--- config.mk ---
export PLATFORM = sky130hd
export DESIGN_NAME = fifo_rr_drain_ctrl
export DESIGN_NICKNAME = d
export VERILOG_FILES = /design/src/rtl/fifo_rr_drain_ctrl.sv
export SDC_FILE = /design/constraint.sdc
export NUM_CORES = 1
export LEC_CHECK = 0
export CAP_MARGIN = 15
export CORE_AREA = 8 8 187 189
export CTS_BUF_LIST = sky130_fd_sc_hd__clkbuf_4
export DETAILED_ROUTE_END_ITERATION = 10
export DIE_AREA = 0 0 195 197
export PLACE_DENSITY = 0.58
export SLEW_MARGIN = 10
export SYNTH_ARGS = -nofsm -noshare
export SYNTH_HDL_FRONTEND = slang
export SYNTH_SLANG_ARGS = --single-unit
export TNS_END_PERCENT = 5
--- constraint.sdc ---
create_clock -name clk -period 2.5 [get_ports clk]
set_input_delay 0.5 -clock clk [delete_from_list [all_inputs] [get_ports clk]]
set_output_delay 0.5 -clock clk [all_outputs]
set_load 0.02 [all_outputs]
--- src/rtl/fifo_rr_drain_ctrl.sv ---
// Round-robin drain scheduler: grants one non-empty source FIFO at a time for a
// burst of up to BURST_LEN reads and forwards each word to a single output register.
//
// state | meaning
// IDLE  | no reads; pick the next non-empty source at or after rr_ptr
// BURST | reading from grant while out_ready credits arrive
module fifo_rr_drain_ctrl #(
    parameter int NUM_SRC    = 4,
    parameter int DATA_WIDTH = 32,
    parameter int BURST_LEN  = 8,
    localparam int WORD_W    = DATA_WIDTH * 3,
    localparam int SRC_W     = (NUM_SRC > 1) ? $clog2(NUM_SRC) : 1,
    localparam int CNT_W     = $clog2(BURST_LEN + 1)
) (
    input  logic                        clk,
    input  logic                        rst,
    input  logic [NUM_SRC-1:0]          src_empty,
    output logic [NUM_SRC-1:0]          src_rd_req,
    input  logic [NUM_SRC*WORD_W-1:0]   src_data,
    input  logic                        out_ready,
    output logic                        out_valid,
    output logic [WORD_W-1:0]           out_data,
    output logic [SRC_W-1:0]            out_src,
    output logic                        busy,
    output logic                        burst_done
);

    typedef enum logic {
        IDLE  = 1'b0,
        BURST = 1'b1
    } state_t;

    localparam logic [CNT_W-1:0] LAST_CNT = CNT_W'(BURST_LEN - 1);

    state_t             state;
    logic [SRC_W-1:0]   rr_ptr;
    logic [SRC_W-1:0]   grant;
    logic [CNT_W-1:0]   count;
    logic [SRC_W-1:0]   pick;
    logic               pick_valid;
    logic               grant_empty;
    logic               issue;
    logic [WORD_W-1:0]  grant_data;

    // Modular add without assuming NUM_SRC is a power of two.
    function automatic logic [SRC_W-1:0] wrap_add(input logic [SRC_W-1:0] base, input int off);
        int s;
        s = int'(base) + off;
        if (s >= NUM_SRC)
            s = s - NUM_SRC;
        return SRC_W'(s);
    endfunction

    // Scan downward so the smallest offset from rr_ptr is the one that sticks.
    always_comb begin
        pick_valid = 1'b0;
        pick       = '0;
        for (int i = NUM_SRC - 1; i >= 0; i--) begin
            if (!src_empty[wrap_add(rr_ptr, i)]) begin
                pick_valid = 1'b1;
                pick       = wrap_add(rr_ptr, i);
            end
        end
    end

    assign grant_empty = src_empty[grant];
    assign grant_data  = src_data[grant*WORD_W +: WORD_W];
    assign issue       = (state == BURST) && out_ready && !grant_empty && !rst;

    always_comb begin
        src_rd_req = '0;
        if (issue)
            src_rd_req[grant] = 1'b1;
    end

    always_ff @(posedge clk) begin
        if (rst) begin
            state      <= IDLE;
            rr_ptr     <= '0;
            grant      <= '0;
            count      <= '0;
            out_valid  <= 1'b0;
            out_data   <= '0;
            out_src    <= '0;
            burst_done <= 1'b0;
            busy       <= 1'b0;
        end else begin
            burst_done <= 1'b0;
            out_valid  <= issue;
            if (issue) begin
                out_data <= grant_data;
                out_src  <= grant;
            end

            case (state)
                IDLE: begin
                    if (pick_valid) begin
                        grant <= pick;
                        count <= '0;
                        state <= BURST;
                        busy  <= 1'b1;
                    end
                end
                BURST: begin
                    // A final read that also empties the source counts as one exit.
                    if ((issue && count == LAST_CNT) || grant_empty) begin
                        state      <= IDLE;
                        busy       <= 1'b0;
                        rr_ptr     <= wrap_add(grant, 1);
                        burst_done <= 1'b1;
                    end else if (issue) begin
                        count <= count + CNT_W'(1);
                    end
                end
                default: begin
                    state <= IDLE;
                    busy  <= 1'b0;
                end
            endcase
        end
    end

endmodule

# Yosys cells after proc, flatten, opt, wreduce, memory -nomap -nowiden
# Index checks and enable logic that the tools add are counted.
op_classes:
  addsub: 10
  order_cmp: 11
  n_shift: 1
  n_div: 0
  n_reduce_logical: 13
  bitwise_logic: 1
  eq_ne: 5
  n_mux: 37
  n_mul: 1
op_table:
  columns: ["op", "n"]
  rows:
  - ["indexed part select 384 x 10 -> 96 bit", 1]
  - ["2-to-1 mux 2 bit", 9]
  - ["2-to-1 mux 4 bit", 4]
  - ["< comparator 2 x 3 -> 1 bit (second input constant)", 5]
  - ["2-to-1 mux 1 bit", 15]
  - ["greater-or-equal comparator 3 bit (second input constant)", 4]
  - ["binary-select mux 1 bit (select 2 bit)", 5]
  - ["subtractor 2 x 1 -> 2 bit (second input constant)", 5]
  - ["one-hot mux 4 bit (2 select lines)", 1]
  - ["adder 2 x 1 -> 3 bit (second input constant)", 2]
  - ["adder 2 x 2 -> 3 bit (second input constant)", 2]
  - ["AND reduction 2 bit", 3]
  - ["logical AND 1 bit", 5]
  - ["adder 4 x 1 -> 4 bit (second input constant)", 1]
  - ["equality test 4 x 3 -> 1 bit (second input constant)", 1]
  - ["multiplier 2 x 2 -> 4 bit (second input constant)", 1]
  - ["inequality test 2 x 1 -> 1 bit (second input constant)", 2]
  - ["inequality test 2 bit (second input constant)", 2]
  - ["one-hot mux 1 bit (2 select lines)", 2]
  - ["greater-or-equal comparator 2 x 3 -> 1 bit (second input constant)", 1]
  - ["AND reduction 3 bit", 1]
  - ["demux 1 bit (select 2 bit)", 1]
  - ["greater-or-equal comparator 2 x 1 -> 1 bit (second input constant)", 1]
  - ["zero test 1 bit", 2]
  - ["other kinds (3)", 3]
word_totals:
  regBits: 110
  n_memories: 0
  rom_bits: 0
  ram_bits: 0
  latchBits: 0
  output_inout_bits: 105
  inputBits: 391
  wordCells: 88

# Logic depth before layout (Yosys ltp)
logic_depth:
  depth_word: 11
  mapped_depth: 9
  depth_no_buf: 5

# Worst setup path before layout
# No wires, ideal clock.
synth_path:
  path_kind: "input -> output"
  start: "input port src_empty[1]"
  end: "output port src_rd_req[0]"
  stages: 7
  required_ps: 2000
  t_arrival_ps: 1972
  setup_slack_ps: 28
  n_path_buf: 3
  cell_sequence: "clkbuf_1 > mux4_2 > or2_1 > buf_6 > clkinv_4 > buf_2 > and2_1"
synth_via:
  elab_chain_cells: 6
synth_lines:
  columns: ["element", "line", "text"]
  rows:
  - ["start: declaration", "17", "input logic [NUM_SRC-1:0] src_empty,"]
  - ["binary-select mux 1 bit (select 2 bit)", "66", "assign grant_empty = src_empty[grant];"]
  - ["2-to-1 mux 1 bit (implied by the code)", "66", null]
  - ["zero test 1 bit", "68", "assign issue = (state == BURST) && out_ready && !grant_empty && !rst;"]
  - ["logical AND 1 bit (2 in series)", "68", null]
  - ["2-to-1 mux 4 bit", "72", "if (issue)"]
  - ["end: declaration", "18", "output logic [NUM_SRC-1:0] src_rd_req,"]
# Every way passes these cells. The select of a mux whose other input is x is not followed.

# Final worst setup path
layout_path:
  start: "input port src_empty[3]"
  end: "output port src_rd_req[0]"
# Same word-level chain as after synthesis.

==> flow_metrics.tcl <==
set metrics [dict create \
    wl_per_cell_um 21.1 \
    fin_worst_hold_slack_ns 0.464 \
    postPlaceCellArea_mm2 0.0118 \
    routed-via-count 6850 \
    fmax_ghz 0.403 \
    fp.dieH_um 197 \
    max_slew_margin_pct 45.3 \
    top_layer "met5" \
    synth_most_common_cell "nand2_1" \
    row_count 66 \
    dr.first_iter.drc_count 259 \
    hold_buffers 0 \
    crit_path_start_kind "primary input" \
    port_buffers 495 \
    finalWorstSetupSlack_ns 0.0162 \
    power.share.sequential_pct 43.9 \
    synthArstFlopShare_pct 0 \
    fin_crit_sh_pct 99.4 \
    powerDensity_mw_per_mm2 350 \
    power.clock.fraction_pct 20.8 \
    syn_avg_cell_area_um2 10.3 \
    firstDrtPassIters 4 \
    area.sequential_mm2 0.00221 \
    cts_max_path_buffers 2 \
    fin_area_mm2 0.0120 \
    grt_pass1_vias 7391 \
    route.detailed.vias_per_inst 4.53 \
    syn_area_mm2 0.00649 \
    worstSetupPathType "in2out" \
    drc_errors 0 \
    setup_viol 0 \
    crit_path_max_fanout 5 \
    antenna_violations_before_repair 4 \
    gr-total-overflow 0 \
    crit_path_end_kind "output pin" \
    final_hold_viol_count 0 \
    number_of_sinks_on_the_clock_net 110 \
    combPwrFrac_pct 35.2 \
    run_status "finished, final reports clean" \
    postSynthRegisterBits 110 \
    yosys.area.top_type "dfxtp_1" \
    post_layout_minimum_cycle_time_ns 2.48 \
    synthesis.nets 1025 \
    routed-wl-met3_um 2850 \
    multi_input_comb_area_mm2 0.00393 \
    area_growth_syn_to_layout_pct 84.0 \
    clk_pin_slew_worst_paths_ns 0.15 \
    cts_tree "done" \
    htree_levels 3 \
    worst_hold_path_type "reg2reg" \
    ctsRootBufferMaster "clkbuf_4" \
    grt_start_max_net_pins 58 \
    synth.distinct_cells 42 \
    synthTopCellsByCount "191 x nand2_1, 110 x dfxtp_1, 97 x mux4_2" \
    synth-edff-count 0 \
    net-switching-power_mw 1.19 \
    finish.net_count 1494 \
    n_fill_cell 3238 \
    core-area_mm2 0.0320 \
    synth.yosys.seq_area_share_pct 33.9 \
    synth_top_area_share_pct 33.9 \
    wire_length_of_the_first_global_routing_pass_um 47000 \
    critical_path.n_buffers_inverters 3 \
    p_leak_nw 3.92 \
    synth.area.top_cells "dfxtp_1 34%, mux4_2 34%, nand2_1 11%, a21oi_1 7.1%, clkbuf_1 1.9%" \
    timing.critical_path.cells "clkdlybuf4s50_1 > mux4_2 > or2_4 > clkinv_4 > and2_4 > buf_6" \
    route.final.wire_length_um 32000 \
    synth_ff_type "dfxtp_1" \
    fin_worst_skew_ns 0.0318 \
    layout.core_utilization_pct 37.3 \
    rsz0062_at_grt "yes" \
    place.gp.congestion 0.869 \
    design.portCount 496 \
    cts-buffers-inserted 9 \
    clk-insertion-delay-late_ns 0.48 \
    cap_viol_max_count 0 \
    synthCells 629 \
    die_w_um 195 \
    regToRegSetupSlack_ns 0.19 \
    critPathMaxStageDelay_ns 0.49 \
    drt-met1-wl_um 12600 \
    crit_slowest_cell "mux4_2" \
    arrival_ns 1.98 \
    slew_violations 0 \
    grt_use_total_pct 15.9 \
    initial_util_pct 20.3 \
    drive_above_1_share_pct 15.4 \
    drt.antenna.violating_nets 0 \
    net_switching_fraction_of_the_power_pct 28.6 \
    dr_wl_met2_um 16000 \
    dpl.hpwl_um 26300 \
    ys_warn_count 0 \
    dpl_worst_slack_ns -0.484 \
    power_report.internal_total_mw 2.98 \
    floorplan.die_area_mm2 0.0384 \
    required_ns 2.00 \
    irDropWorstVdd_v 0.000223 \
    timing_worst_slew_pin_value_ns 0.821 \
    cpLargestDelayFamily "buffers and inverters" \
]
layer usage:
layer | vias up | global-route usage, %
li1 | 3221 | -
met1 | 3264 | 18.5
met2 | 333 | 28.0
met3 | 28 | 5.94
met4 | 4 | 3.17
met5 | - | 0
worst min-delay path, delay by kind of cell, from the launching register on:
family,cells,cell delay (ns)
AND/OR/NAND/NOR,1,0.05
AO/OA/AOI/OAI,1,0.05
flip-flops,1,0.34
registers in the layout (all words and copies together) (netlist names):
| register | cells |
|---|---|
| out_data | 96 |
| count | 4 |
| grant | 2 |
| out_src | 2 |
| rr_ptr | 2 |
| burst_done | 1 |
| busy | 1 |
| out_valid | 1 |
| state | 1 |
per-stage QoR:
step,instances,setup TNS [ns],power (mW)
2_1_floorplan,629,0,2.51
3_3_place_gp,1493,-18.81,3.35
3_5_place_dp,1493,-20.12,3.36
4_1_cts,1511,-0.233,4.29
5_1_grt,1512,-0.307,4.43
6_report,1513,0,4.18
cells by family after synthesis:
logic type | share of synthesized area [%]
buf+inv | 5.80
mux | 34.5
fa+ha+maj | 0.963
flops | 33.9
compound gates | 10.7
simple gates | 14.2
cell type report:
type	instances	share of cell area, %
Tap cell	408	4.27
Inverter	7	0.262
Antenna cell	2	0.0419
Multi-Input combinational cell	453	32.9
Clock inverter	7	0.408
Timing Repair Buffer	517	43.1
Sequential cell	110	18.5
Clock buffer	9	0.565
layout by cell type, fill, tap and decap left out, types with 3 or more instances in the layout:
cell and instances:
buf_6 5, clkdlybuf4s50_1 490, a21oi_2 10, dfxtp_1 108, clkbuf_4 9, a21oi_1 92
o21ai_0 4, nand2_1 191, clkinv_4 3, mux4_2 97, inv_1 6, and2_4 4
nor2b_1 3, buf_4 20, ha_1 5, nand2_2 10, nor2_1 8
power groups by stage:
stage / Sequential, mW / Combinational, mW / Clock (mW)
after floorplan: 1.92 / 0.583 / 0
after global placement: 1.87 / 1.48 / 0
after detailed placement: 1.87 / 1.49 / 0
after CTS: 1.84 / 1.50 / 0.957
after global routing: 1.85 / 1.58 / 1.00
final: 1.84 / 1.47 / 0.871
final timing paths:
check | endpoint | cells past startpoint | startpoint
setup / recovery | src_rd_req[0] | 6 | src_empty[3]
hold / removal | out_data[4]$_SDFFE_PP0P_ | 2 | out_data[4]$_SDFFE_PP0P_
setup reg to reg | count[3]$_SDFFE_PP0P_ | 7 | grant[0]$_SDFFE_PP0P_
hold reg to reg | out_data[4]$_SDFFE_PP0P_ | 2 | out_data[4]$_SDFFE_PP0P_
timing repair:
action / 4_1_cts / 5_1_grt
hold endpoints to repair: 0 / 0
endpoints found under the setup margin: 4 / 16
gates resized for setup: 28 / 1
buffers inserted: 2 / 0
pin swaps: 5 / 1
Note: power is estimated with default switching activity, not from simulation.
